--- config.mk ---
export PLATFORM = sky130hd
export DESIGN_NAME = hazard_ctrl
export DESIGN_NICKNAME = d
export VERILOG_FILES = /design/src/rtl/hazard_ctrl.sv
export SDC_FILE = /design/constraint.sdc
export NUM_CORES = 1
export LEC_CHECK = 0
export ABC_AREA = 1
export CAP_MARGIN = 40
export CORE_MARGIN = 2
export CORE_UTILIZATION = 28
export CTS_CLUSTER_SIZE = 28
export DETAILED_ROUTE_END_ITERATION = 16
export GPL_TIMING_DRIVEN = 1
export PLACE_DENSITY = 0.82
export SYNTH_ARGS = -nofsm -noshare
export SYNTH_HDL_FRONTEND = slang
export SYNTH_SLANG_ARGS = --single-unit
--- constraint.sdc ---
create_clock -name CLK -period 1.5 [get_ports CLK]
set_clock_uncertainty 0.1 [all_clocks]
set_input_delay 0.225 -clock CLK [delete_from_list [all_inputs] [get_ports CLK]]
set_output_delay 0.225 -clock CLK [all_outputs]
set_load 0.1 [all_outputs]
--- src/rtl/hazard_ctrl.sv ---
//============================================================================
// Module   : hazard_ctrl
// Purpose  : Parametrised stall/flush controller for the pipelined MIPS core.
//            Optional performance counters are built when HAZARD_PERF_EN is
//            defined; otherwise stall_cnt/flush_cnt are tied to zero.
// Revision : 1.0 - initial release
//============================================================================
`default_nettype none

module hazard_ctrl #(
    parameter int NSTAGES      = 5,
    parameter int LOAD_USE_CYC = 1,
    parameter int BR_RESOLVE   = 1,
    parameter int CNT_W        = 16
) (
    input  logic                 CLK,
    input  logic                 nRST,
    input  logic                 ihit,
    input  logic                 dhit,
    input  logic                 dmemREN,
    input  logic                 dmemWEN,
    input  logic                 halt,
    input  logic                 redirect,
    input  logic [4:0]           id_rs,
    input  logic [4:0]           id_rt,
    input  logic [4:0]           ex_rt,
    input  logic                 ex_load,
    output logic                 pc_wen,
    output logic [NSTAGES-2:0]   latch_wen,
    output logic [NSTAGES-2:0]   latch_flush,
    output logic                 halted,
    output logic [CNT_W-1:0]     stall_cnt,
    output logic [CNT_W-1:0]     flush_cnt
);

    localparam int L = NSTAGES - 1;

    localparam logic [1:0] S_RUN  = 2'd0;
    localparam logic [1:0] S_LU   = 2'd1;
    localparam logic [1:0] S_HALT = 2'd2;

    localparam logic [L-1:0] c_BR_MASK = {L{1'b1}} >> (L - BR_RESOLVE);
    localparam logic [2:0]   c_LU_INIT = 3'(LOAD_USE_CYC - 1);

    logic [1:0] r_state;
    logic [2:0] r_cnt;
    logic [1:0] w_state_nx;
    logic [2:0] w_cnt_nx;
    logic       w_dstall;
    logic       w_lu;

    assign w_dstall = (dmemREN | dmemWEN) & ~dhit;
    assign w_lu     = ex_load & (ex_rt != 5'd0) & ((ex_rt == id_rs) | (ex_rt == id_rt));

    always_comb begin
        pc_wen      = 1'b1;
        latch_wen   = '1;
        latch_flush = '0;
        halted      = (r_state == S_HALT);
        w_state_nx  = r_state;
        w_cnt_nx    = r_cnt;
        if (!nRST) begin
            pc_wen      = 1'b0;
            latch_wen   = '0;
            latch_flush = '1;
            halted      = 1'b0;
        end else if (r_state == S_HALT) begin
            pc_wen    = 1'b0;
            latch_wen = '0;
        end else if (w_dstall) begin
            // Whole pipe frozen; redirect/halt stay asserted until released.
            pc_wen    = 1'b0;
            latch_wen = '0;
        end else if (halt) begin
            pc_wen     = 1'b0;
            latch_wen  = '0;
            w_state_nx = S_HALT;
            w_cnt_nx   = 3'd0;
        end else if (redirect) begin
            latch_flush = c_BR_MASK;
            w_state_nx  = S_RUN;
            w_cnt_nx    = 3'd0;
        end else if ((r_state == S_LU) || w_lu) begin
            pc_wen         = 1'b0;
            latch_wen[0]   = 1'b0;
            latch_flush[1] = 1'b1;
            if (r_state == S_LU) begin
                if (r_cnt <= 3'd1) begin
                    w_state_nx = S_RUN;
                    w_cnt_nx   = 3'd0;
                end else begin
                    w_cnt_nx = r_cnt - 3'd1;
                end
            end else if (LOAD_USE_CYC > 1) begin
                w_state_nx = S_LU;
                w_cnt_nx   = c_LU_INIT;
            end
        end else if (!ihit) begin
            pc_wen         = 1'b0;
            latch_flush[0] = 1'b1;
        end
    end

    always_ff @(posedge CLK or negedge nRST) begin
        if (!nRST) begin
            r_state <= S_RUN;
            r_cnt   <= 3'd0;
        end else begin
            r_state <= w_state_nx;
            r_cnt   <= w_cnt_nx;
        end
    end

`ifdef HAZARD_PERF_EN
    logic w_stall_evt;
    logic w_flush_evt;
    logic [CNT_W-1:0] r_stall_cnt;
    logic [CNT_W-1:0] r_flush_cnt;

    assign w_stall_evt = (r_state != S_HALT) & (w_dstall | w_lu | (r_state == S_LU));
    assign w_flush_evt = (r_state != S_HALT) & ~w_dstall & ~halt & redirect;

    always_ff @(posedge CLK or negedge nRST) begin
        if (!nRST) begin
            r_stall_cnt <= '0;
            r_flush_cnt <= '0;
        end else begin
            if (w_stall_evt && (r_stall_cnt != {CNT_W{1'b1}}))
                r_stall_cnt <= r_stall_cnt + 1'b1;
            if (w_flush_evt && (r_flush_cnt != {CNT_W{1'b1}}))
                r_flush_cnt <= r_flush_cnt + 1'b1;
        end
    end

    assign stall_cnt = r_stall_cnt;
    assign flush_cnt = r_flush_cnt;
`else
    assign stall_cnt = '0;
    assign flush_cnt = '0;
`endif

endmodule

`default_nettype wire

==> flow_summary.ini <==
[critical_path]
cp_data_required_time_ns = 1.17
slowest_delay_ns = 0.42
kind_of_start_point_of_the_critical_path = primary input
critical_path.cell_chain = clkdlybuf4s50_1 > a21oi_1 > nand2_1 > nand2_2 > buf_12
reg2reg_from = r_state[1]$_DFFE_PN0P_
cp.arrival_ns = 1.15
critical_path.startpoint = ihit
critical_path.n_buffers_inverters = 2
critPathKind = primary input to output pin
crit_path_top_delay_cell = sky130_fd_sc_hd__clkdlybuf4s50_1
setup.worst_path.end_class = output pin
critical_path_peak_fanout = 2
timing.critical_path.max_delay_family = buffers and inverters

[layout]
antenna_cells = 0
largest-register = r_state
largest_reg_flops = 1
layout.cells.non_filler = 170
registers_with_the_most_flip_flops = r_state x1
fillers = 204
share_of_cells_above_drive_strength_1 = 0.476
nets = 169
area_growth_syn_to_layout_pct = 73.4

[yosys]
ys_ff_latch = 1
top_cells_by_instance_count_after_synthesis = 35 x sky130_fd_sc_hd__buf_4, 24 x sky130_fd_sc_hd__nand2_1, 15 x sky130_fd_sc_hd__inv_1, 13 x sky130_fd_sc_hd__nor2_1, 4 x sky130_fd_sc_hd__nand2_2
post-synth-top-area-fraction = 0.437
ys_dominant_reg_cell = sky130_fd_sc_hd__dfrtp_1
dominant_cell_by_count_in_the_synthesized_netlist = sky130_fd_sc_hd__buf_4
synth_edf_count = 0
netlist.top_cell.by_area = sky130_fd_sc_hd__buf_4
postSynthCellCount = 108
post_synth_main_area_contributors = sky130_fd_sc_hd__buf_4 44%, sky130_fd_sc_hd__nand2_1 15%, sky130_fd_sc_hd__inv_1 9.4%
avgSynthCellArea_um2 = 5.57
post_syn_area_um2 = 602
netlist-cell-type-count = 16
yosysWarningCount = 0
async_reset_ff_frac = 1.00
synth_sequential_area_ratio = 0.0416

[grt]
grt_pass1_vias = 558
groute.usage.overall = 0.110
globalRouteOverflowTotal = 0
maximum_number_of_pins_on_one_net_before_global_route_repair = 6
grt_pass1_wl_um = 2240
antenna_found_initial = 0

[drt]
drt.antenna.violating_nets = 0
wl_per_cell_um = 9.08
vias_per_cell = 3.72
drt_pre_antenna_iters = 2
totalWireLength_um = 1540
drc_errors = 0
via_count = 633
first_iter_violations = 1

[floorplanning]
initial_core_util = 0.301
die_span_x_um = 50.4
count_of_pins_on_the_block_boundary = 66
floorplan.die.height_um = 50.4
core-area_um2 = 2000
rows = 16
die_area_um2 = 2540

[status]
status = complete, no violations

[sta]
rsz_0062_raised_after_global_routing = yes
final.period_utilization = 0.986
setup_violations = 0
layout_setup_ws_ns = 0.0214
fmax_ghz = 0.676
worst_hold_slack_ns = 0.198
fin_crit_ns = 1.48
final_hold_violating_endpoints = 0
final-max-slew-violation-count = 0
tns_ns = 0

[place]
placement.io_buffers = 33
post-place-cells = 169
pre_cts_ws_ns = -0.484
detailedPlacementHpwl_um = 1380
gp_congestion = 0.714

[pwr]
gate_power_share = 0.950
final_total_pwr_w = 0.000795
sw_frac_of_total = 0.743
p_seq_frac = 0.050
cell_internal_power_dissipation_w = 0.000204
vdd_ir_drop_max_v = 0.000436
clockPowerShare = 0
static-leakage-power_nw = 0.593
switchingPower_w = 0.000591
power_density_nw_per_um2 = 762

[worst_hold_path]
min-delay-path-class = primary input to asynchronous set/reset pin

[clock_tree]
clkSlewWorstSetupHoldPaths_ns = 0
insertion_delay_ns = 0

[run]
drv_cap = 0
path summary, 6_finish.rpt:
| check | cells after the start | slack, ns | endpoint |
|---|---|---|---|
| min in group CLK | 1 | 0.42 | r_state[1]$_DFFE_PN0P_ |
| min | 2 | 0.20 | r_state[1]$_DFFE_PN0P_ |
| max | 5 | 0.02 | latch_flush[0] |
| max reg2reg | 3 | 0.55 | r_state[1]$_DFFE_PN0P_ |
| min reg2reg | 1 | 0.42 | r_state[1]$_DFFE_PN0P_ |
| max in group asynchronous | 2 | 1.00 | r_state[1]$_DFFE_PN0P_ |
worst register-to-register path: stages (launching register included):
cell	delay, ns
sky130_fd_sc_hd__dfrtp_1	0.38
sky130_fd_sc_hd__nor2_2	0.15
sky130_fd_sc_hd__o211ai_1	0.10
sky130_fd_sc_hd__o21bai_1	0.14
logic make-up (layout without fill, tap and decap cells):
kind of cell / count (synthesis) / after routing / synth area share
buffers and inverters: 53 / 57 / 0.549
XOR/XNOR: 2 / 2 / 0.0291
AO/OA/AOI/OAI: 3 / 3 / 0.0333
other: 1 / 32 / 0.00623
flip-flops: 1 / 1 / 0.0416
AND/OR/NAND/NOR: 48 / 48 / 0.341
what timing repair did:
action / in CTS / in global routing
pin swaps: 29 / 23
setup endpoints to repair: 8 / 7
resized for setup: 93 / 22
hold buffers: 0 / 0
setup buffers: 0 / 1
per-stage QoR:
step | area, um^2 | utilization
floorplan | 739 | -
global placement | 978 | 0.489
detailed placement | 978 | 0.489
CTS | 966 | 0.483
global route | 1040 | 0.521
finish | 1040 | 0.521
final cells by class:
type                    instances  area (um^2)  share of cell area
flip-flops and latches          1         25.0              0.0240
well taps                      27         33.8              0.0324
inverters                      18         73.8              0.0707
multi-input cells              85          443               0.424
repair buffers                 39          468               0.448
power groups by stage:
stage	Sequential, W	Combinational [W]	Clock, W
after CTS	0.0000402	0.000731	0
after floorplan	0.0000389	0.000625	0
after global routing	0.0000405	0.000781	0
after detailed placement	0.0000400	0.000734	0
after global placement	0.0000395	0.000727	0
final	0.0000400	0.000755	0
per-layer routing:
layer / vias to the layer above / part of all wire / global-route usage
met1: 274 / 0.31 / 0.103
met2: 30 / 0.60 / 0.250
met3: 2 / 0.070 / 0.00893
met5: - / 0 / 0
met4: 0 / 0.019 / 0.0180
li1: 327 / - / -
cells in the final DEF, fill, tap and decap left out, types with 4 or more instances in the layout:
cell	synthesis	routed
sky130_fd_sc_hd__buf_12	0	10
sky130_fd_sc_hd__buf_2	0	5
sky130_fd_sc_hd__buf_4	35	6
sky130_fd_sc_hd__buf_6	0	10
sky130_fd_sc_hd__conb_1	1	32
sky130_fd_sc_hd__dlygate4sd2_1	0	4
sky130_fd_sc_hd__inv_1	15	6
sky130_fd_sc_hd__inv_2	3	10
sky130_fd_sc_hd__nand2_1	24	17
sky130_fd_sc_hd__nand2_2	4	9
sky130_fd_sc_hd__nor2_1	13	6
sky130_fd_sc_hd__nor2_2	2	6
Note: power is estimated with default switching activity, not from simulation.
